### src/rtl/vga_pattern_gen.sv
// rtl/vga_pattern_gen.sv - VGA test-pattern generator, 2-stage pipeline; PATGEN_BOX_EN enables the moving-box pattern
module vga_pattern_gen #(
    parameter int BOX_SIZE        = 32,
    parameter int BOX_STEP        = 2,
    parameter bit SYNC_ACTIVE_LOW = 1'b1
) (
    input  logic        clk,
    input  logic        rst,
    input  logic [11:0] xpos,
    input  logic [11:0] ypos,
    input  logic        disp_active,
    input  logic        hsync_in,
    input  logic        vsync_in,
    input  logic [11:0] h_visible,
    input  logic [11:0] v_visible,
    input  logic [11:0] bar_width,
    input  logic [1:0]  pat_sel,
    input  logic [11:0] solid_rgb,
    output logic [11:0] rgb,
    output logic        hsync_o,
    output logic        vsync_o,
    output logic        de_o,
    output logic        frame_start
);

    localparam logic SYNC_ON  = SYNC_ACTIVE_LOW ? 1'b0 : 1'b1;
    localparam logic SYNC_OFF = SYNC_ACTIVE_LOW ? 1'b1 : 1'b0;

    logic [11:0] x1;
    logic [11:0] y1;
    logic [11:0] solid1;
    logic        de1;
    logic        hs1;
    logic        vs1;
    logic        vs_prev;
    logic        vs_on;
    logic [1:0]  pat_q;
    logic [11:0] bar_cnt;
    logic [2:0]  bar_idx;
    logic [11:0] pix;

    assign vs_on = (vsync_in == SYNC_ON);

    function automatic logic [11:0] bar_colour(input logic [2:0] idx);
        case (idx)
            3'd0:    bar_colour = 12'hFFF;
            3'd1:    bar_colour = 12'hFF0;
            3'd2:    bar_colour = 12'h0FF;
            3'd3:    bar_colour = 12'h0F0;
            3'd4:    bar_colour = 12'hF0F;
            3'd5:    bar_colour = 12'hF00;
            3'd6:    bar_colour = 12'h00F;
            default: bar_colour = 12'h000;
        endcase
    endfunction

    // Stage 1: capture coordinates, sync and the solid colour for the pixel being coloured
    always_ff @(posedge clk or negedge rst) begin
        if (!rst) begin
            x1     <= 12'd0;
            y1     <= 12'd0;
            solid1 <= 12'h000;
            de1    <= 1'b0;
            hs1    <= SYNC_OFF;
            vs1    <= SYNC_OFF;
        end else begin
            x1     <= xpos;
            y1     <= ypos;
            solid1 <= solid_rgb;
            de1    <= disp_active;
            hs1    <= hsync_in;
            vs1    <= vsync_in;
        end
    end

    // Leading-edge detect on vsync; vs_prev resets "asserted" so a pulse in progress at release is ignored
    always_ff @(posedge clk or negedge rst) begin
        if (!rst) begin
            vs_prev     <= 1'b1;
            frame_start <= 1'b0;
        end else begin
            vs_prev     <= vs_on;
            frame_start <= vs_on && !vs_prev;
        end
    end

    // Pattern select only changes at a frame boundary so a frame is never torn
    always_ff @(posedge clk or negedge rst) begin
        if (!rst) begin
            pat_q <= 2'd0;
        end else if (frame_start) begin
            pat_q <= pat_sel;
        end
    end

    // Colour-bar position tracks the stage-1 pixel; cleared on every blanking cycle
    always_ff @(posedge clk or negedge rst) begin
        if (!rst) begin
            bar_cnt <= 12'd0;
            bar_idx <= 3'd0;
        end else if (!de1) begin
            bar_cnt <= 12'd0;
            bar_idx <= 3'd0;
        end else if (bar_cnt == bar_width - 12'd1) begin
            bar_cnt <= 12'd0;
            if (bar_idx != 3'd7) begin
                bar_idx <= bar_idx + 3'd1;
            end
        end else begin
            bar_cnt <= bar_cnt + 12'd1;
        end
    end

`ifdef PATGEN_BOX_EN
    logic [11:0] box_x;
    logic [11:0] box_y;
    logic        dir_x;
    logic        dir_y;
    logic        in_box;

    // Returns {dir, pos} for the next frame; dir 0 moves toward larger coordinates
    function automatic logic [12:0] box_next(input logic [11:0] pos, input logic dir,
                                             input logic [11:0] vis);
        logic [12:0] far_edge;
        far_edge = {1'b0, pos} + 13'(BOX_SIZE + BOX_STEP);
        if (!dir) begin
            if (far_edge > {1'b0, vis}) box_next = {1'b1, pos - 12'(BOX_STEP)};
            else                        box_next = {1'b0, pos + 12'(BOX_STEP)};
        end else begin
            if (pos < 12'(BOX_STEP))    box_next = {1'b0, pos + 12'(BOX_STEP)};
            else                        box_next = {1'b1, pos - 12'(BOX_STEP)};
        end
    endfunction

    // Box advances once per frame and bounces off the visible-area edges
    always_ff @(posedge clk or negedge rst) begin
        if (!rst) begin
            box_x <= 12'd0;
            box_y <= 12'd0;
            dir_x <= 1'b0;
            dir_y <= 1'b0;
        end else if (frame_start) begin
            {dir_x, box_x} <= box_next(box_x, dir_x, h_visible);
            {dir_y, box_y} <= box_next(box_y, dir_y, v_visible);
        end
    end

    assign in_box = ({1'b0, x1} >= {1'b0, box_x}) &&
                    ({1'b0, x1} <  {1'b0, box_x} + 13'(BOX_SIZE)) &&
                    ({1'b0, y1} >= {1'b0, box_y}) &&
                    ({1'b0, y1} <  {1'b0, box_y} + 13'(BOX_SIZE));
`else
    logic unused_box;
    assign unused_box = ^{h_visible, v_visible, x1[11:6], x1[4:0], y1[11:6], y1[4:0]};
`endif

    // Pattern colour for the stage-1 pixel
    always_comb begin
        pix = 12'h000;
        case (pat_q)
            2'd0:    pix = solid1;
            2'd1:    pix = bar_colour(bar_idx);
            2'd2:    pix = (x1[5] ^ y1[5]) ? 12'hFFF : 12'h000;
`ifdef PATGEN_BOX_EN
            default: pix = in_box ? 12'hF00 : 12'h00F;
`else
            default: pix = 12'h888;
`endif
        endcase
    end

    // Stage 2: registered pixel with blanking applied, plus delay-matched sync and DE
    always_ff @(posedge clk or negedge rst) begin
        if (!rst) begin
            rgb     <= 12'h000;
            de_o    <= 1'b0;
            hsync_o <= SYNC_OFF;
            vsync_o <= SYNC_OFF;
        end else begin
            rgb     <= de1 ? pix : 12'h000;
            de_o    <= de1;
            hsync_o <= hs1;
            vsync_o <= vs1;
        end
    end

endmodule

### config.mk
export PLATFORM = sky130hd
export DESIGN_NAME = vga_pattern_gen
export DESIGN_NICKNAME = d
export VERILOG_FILES = /design/src/rtl/vga_pattern_gen.sv
export SDC_FILE = /design/constraint.sdc
export NUM_CORES = 1
export LEC_CHECK = 0
export CORE_UTILIZATION = 44
export DETAILED_ROUTE_END_ITERATION = 16
export PLACE_DENSITY = 0.86
export SYNTH_ARGS = -nofsm -noshare
export SYNTH_HDL_FRONTEND = slang
export SYNTH_SLANG_ARGS = --single-unit
### constraint.sdc
create_clock -name clk -period 3 [get_ports clk]
set_input_delay 0.6 -clock clk [delete_from_list [all_inputs] [get_ports clk]]
set_output_delay 0.6 -clock clk [all_outputs]
set_load 0.02 [all_outputs]
# After elaboration in Yosys (flattened, before gate mapping)
# Cells that the tools add are included.
# totals
ff_bits	61
input_bits	79
output_inout_bits	16
elab_cells	46
# classes
addsub	3
n_eq_ne	12
muxes	9
n_bitwise	2
n_reduce_logical	5
# op_table
operator	n
one-hot mux 12 bit (7 select lines)	1
two-way mux 12 bit	4
one-hot mux 12 bit (3 select lines)	1
adder 12 x 1 -> 12 bit, second input constant	1
equality test 12 bit	1
subtractor 12 x 1 -> 12 bit, second input constant	1
equality test 3 bit, second input constant	3
two-way mux 3 bit	3
equality test 3 x 2 -> 1 bit, second input constant	2
!= test 2 x 1 -> 1 bit, second input constant	2
adder 3 x 1 -> 3 bit, second input constant	1
equality test 3 x 1 -> 1 bit, second input constant	1
logical NOT 3 bit	1
!= test 3 bit, second input constant	1
equality test 2 x 1 -> 1 bit, second input constant	1
equality test 2 bit, second input constant	1
logical NOT 2 bit	1
AND reduction 2 bit	1
logical AND 1 bit	1
logical NOT 1 bit	1
NOT 1 bit	1
bitwise XOR 1 bit	1

# Logic depth before layout (Yosys ltp)
# logic_depth
word_depth	4
ltp_mapped	10

# Worst setup path before layout
# No wires, ideal clock.
# synth_path
path_type	input to register
start	input bar_width[0]
end	register bar_cnt[10]
t_arrival_ns	2.827
required_time_ns	2.881
slack_ns	0.054
stages	10
n_path_buf	2
cell_sequence	inv_1 > ha_1 > buf_6 > xnor2_1 > and3b_1 > or4b_4 > or3_4 > o41ai_4 > buf_6 > nor2_2
# synth_between
elab_chain_cells	4
# synth_lines
item	line	text
start, declared	16	input logic [11:0] bar_width,
subtractor 12 x 1 -> 12 bit	104	end else if (bar_cnt == bar_width - 12'd1) begin
equality test 12 bit	104	
two-way mux 12 bit	104	
two-way mux 12 bit	101	end else if (!de1) begin
end signal, assigned	110	bar_cnt <= bar_cnt + 12'd1;
end, declared	38	logic [11:0] bar_cnt;
# No other way between the ends.
# A chain may end at the register's enable or synchronous reset.

# Worst setup path after layout
# layout_path
start	input bar_width[2]
end	register bar_idx[2]
# layout_between
elab_chain_cells	4
# layout_lines
item	line	text
subtractor 12 x 1 -> 12 bit	104	
equality test 12 bit	104	
!= test 2 x 1 -> 1 bit (no line)	--	
AND reduction 2 bit (no line)	--	
end signal, assigned	107	bar_idx <= bar_idx + 3'd1;
end, declared	39	logic [2:0] bar_idx;
# No other way between the ends.

==> results.json <==
{
  "cts_buffer_depth": 2,
  "via_density_per_instance": 5.065,
  "final_nets": 384,
  "end_kind": "flop",
  "postSynthRegisterBits": 51,
  "totalNegativeSetupSlack_ns": 0,
  "core_area_sq_um": 5473,
  "groute.usage.overall": 0.1749,
  "maxCapViolations": 0,
  "worst-setup-path-type": "in2reg",
  "min-delay-path-class": "in2async",
  "worstMarginPinSlew_ns": 0.4679,
  "via_count_of_the_first_global_routing_pass": 1798,
  "cts.clk_slew.worst_paths_ns": 0.10,
  "postRouteAntennaNets": 0,
  "synthToLayoutAreaGrowth_pct": 29.68,
  "floorplan.initialDensity": 0.4552,
  "row_count": 27,
  "final.setup.worst_slack_ns": 0.07423,
  "mappedNetlistNets": 326,
  "vdd.ir_drop.worst_v": 0.0002971,
  "ctsRootBufferMaster": "sky130_fd_sc_hd__clkbuf_8",
  "synth_top_family_by_area": "simple AND/OR/NAND/NOR gates",
  "die_area_sq_um": 5967,
  "gpl.final_weighted_congestion": 0.8020,
  "antenna_violations_before_repair": 0,
  "crit-reg2reg-launch": "bar_cnt[4]",
  "yosysWarnings": 0,
  "drt-initial-drc-count": 86,
  "timing.final.hold_violations": 0,
  "yosys_most_used_dff": "sky130_fd_sc_hd__dfrtp_1",
  "outcome": "finished, final reports clean",
  "yosys.area.top_type": "sky130_fd_sc_hd__dfrtp_1",
  "critPathMaxFanout": 6,
  "critPathArrivalTime_ns": 3.16,
  "synth.top_cells.by_area": "sky130_fd_sc_hd__dfrtp_1 46%, sky130_fd_sc_hd__dfstp_2 5.3%, sky130_fd_sc_hd__nor2_1 5.3%, sky130_fd_sc_hd__xnor2_1 4.6%, sky130_fd_sc_hd__xor2_1 4.2%",
  "power.static_leakage_nw": 1.365,
  "report.final.setup_viol": 0,
  "cp_data_required_time_ns": 3.23,
  "chipWidth_um": 77.25,
  "clock-skew-final_ns": 0.005333,
  "synth.mux.area_fraction": 0.009041,
  "timing.final.crit_period_ns": 2.926,
  "share_of_layout_cells_above_drive_strength_1": 0.1644,
  "detailed_place_hpwl_um": 3518,
  "cts_setup_buffers": 0,
  "tritoncts_buffers": 5,
  "xor_xnor_fraction_of_synth_area": 0.08790,
  "reg2reg_slack_ns": 0.61,
  "clock-sinks": 51,
  "timing.max_slew.rel_slack": 0.6881,
  "fraction_of_the_mapped_netlist_area_in_compound_gates": 0.1005,
  "routed-via-count": 1874,
  "synthCells": 239,
  "syn_area_sq_um": 2491,
  "post_synth_and_or_nand_nor_area_fraction": 0.2145,
  "drt_pass1_iterations": 4,
  "postRouteWirelength_um": 4822,
  "clk_latency_ns": 0.30,
  "synth_top_cell_area_share": 0.4621,
  "port-buffer-count": 48,
  "synth.avg_cell_area_sq_um": 10.42,
  "cts_hold_repair.buffers": 0,
  "critPathLaunchType": "input pin",
  "max_clock_freq_ghz": 0.3418,
  "final_min_period_over_clock_period": 0.9753,
  "synth-adder-area-share": 0.04018,
  "netlist-cell-type-count": 42,
  "number_of_flops_mapped_to_enable_cells_by_yosys": 0,
  "grt_first_pass_wirelength_um": 8162,
  "globalRouteOverflowTotal": 0,
  "die_height_um": 77.25,
  "crit_path_start": "bar_width[2]",
  "clock_tree.htree_level_count": 2,
  "ys_async_sr_fraction": 1.000,
  "timing_max_transition_violations_final": 0,
  "routedWlPerCell_um": 13.03,
  "register_area_share_after_synthesis": 0.5148,
  "antenna_cells_inserted": 0,
  "grt_max_degree": 39,
  "dp_slack_ns": -0.4508,
  "drc_errors": 0,
  "num_io_pins": 95,
  "cellPowerDensity_nw_per_um2": 451.7,
  "tritoncts": "done"
}
==> area by class of cell <==
| type | count | area [sq um] |
|---|---|---|
| clock buffers | 5 | 68.82 |
| inverters | 10 | 37.54 |
| well taps | 72 | 90.09 |
| flip-flops and latches | 51 | 1282 |
| clock inverters | 3 | 27.53 |
| multi-input cells | 170 | 1149 |
| fillers | 470 | 2242 |
| repair buffers | 59 | 575.6 |
==> flip-flops by register name, indices dropped and copies added, names as in the netlist, 2 cells and up <==
signal and cells:
bar_idx 3, bar_cnt 12, rgb 12, pat_q 2, solid1 12
==> power by group <==
part | switching, W | total (W) | internal [W] | leakage (nW)
Sequential | 0.0000304 | 0.000763 | 0.000732 | 0.639
Combinational | 0.000144 | 0.000289 | 0.000146 | 0.680
Clock | 0.000236 | 0.000407 | 0.000171 | 0.0463
Total | 0.000410 | 0.00146 | 0.00105 | 1.37
==> through the flow <==
stage | total power [W] | area, sq um | hold slack (ns) | util | instances
final | 0.001459 | 3231 | 0.1570 | 0.5903 | 370
after global routing | 0.001547 | 3231 | 0.1546 | 0.5903 | 370
after CTS | 0.001479 | 3213 | 0.1554 | 0.5871 | 370
after detailed placement | 0.001064 | 3107 | 0.3501 | 0.5677 | 362
after global placement | 0.001054 | 3107 | 0.3458 | 0.5677 | 362
after floorplan | 0.0009192 | 2491 | 0.3044 | - | 239
==> timing repair <==
action	CTS	global route
setup endpoints to repair	14	11
resized for setup	2	5
pin swaps	4	4
==> per-layer routing <==
layer | vias to the layer above | routed length [um] | track usage
li1 | 926 | - | -
met1 | 904 | 2041 | 0.2182
met2 | 42 | 2595 | 0.3053
met3 | 2 | 161 | 0.03333
met4 | 0 | 23 | 0.05094
met5 | - | 0 | 0
==> kinds of logic after synthesis <==
logic type	count (synthesis)
buf+inv	18
compound gates	34
simple gates	101
xor+xnor	25
mux	2
flops	51
fa+ha+maj	8
==> worst max-delay path: stages <==
cell and delay, ns:
sky130_fd_sc_hd__clkdlybuf4s50_1 0.64, sky130_fd_sc_hd__xnor2_2 0.16, sky130_fd_sc_hd__and3b_1 0.19, sky130_fd_sc_hd__or4b_4 0.51, sky130_fd_sc_hd__or3_4 0.43, sky130_fd_sc_hd__or4_4 0.49, sky130_fd_sc_hd__a21oi_2 0.13
==> cells in the mapped netlist (all sizes together), types with 5 or more instances <==
cell,number
xor2,12
nand2,9
a21oi,18
xnor2,13
dfstp,5
nand2b,10
nor3,6
nand3,7
nand4,5
clkbuf,6
inv,10
nor2,45
ha,8
dfrtp,46
==> final timing paths <==
kind	end	depth (start not counted)
setup / recovery	bar_idx[2]	7
hold / removal	bar_idx[2]	1
max in group asynchronous	hsync_o	2
hold reg to reg	hsync_o	0
setup reg to reg	bar_idx[2]	6
min in group clk	hsync_o	0
==> cells in the final DEF (no fill, tap or decap), types with 2 or more instances in the layout <==
cell type                         count
sky130_fd_sc_hd__dlymetal6s2s_1       2
sky130_fd_sc_hd__ha_1                 7
sky130_fd_sc_hd__nand2b_1            10
sky130_fd_sc_hd__buf_4               10
sky130_fd_sc_hd__nor2_1              35
sky130_fd_sc_hd__nand3_1              7
sky130_fd_sc_hd__clkdlybuf4s50_1     45
sky130_fd_sc_hd__clkbuf_8             5
sky130_fd_sc_hd__dfstp_2              5
sky130_fd_sc_hd__o31ai_1              3
sky130_fd_sc_hd__nand2_1              9
sky130_fd_sc_hd__xor2_1              12
sky130_fd_sc_hd__and3_1               2
sky130_fd_sc_hd__dfrtp_1             46
sky130_fd_sc_hd__nand4_1              5
sky130_fd_sc_hd__and2_1               3
sky130_fd_sc_hd__o21ai_0              2
sky130_fd_sc_hd__mux2_2               2
sky130_fd_sc_hd__nor2_2              10
sky130_fd_sc_hd__a311oi_1             2
sky130_fd_sc_hd__nor3_1               5
sky130_fd_sc_hd__a21oi_1             17
sky130_fd_sc_hd__or3_1                2
sky130_fd_sc_hd__xnor2_1             12
sky130_fd_sc_hd__inv_1               10
sky130_fd_sc_hd__nor4_1               2
sky130_fd_sc_hd__nand4b_1             2
Note: power is estimated with default switching activity, not from simulation.
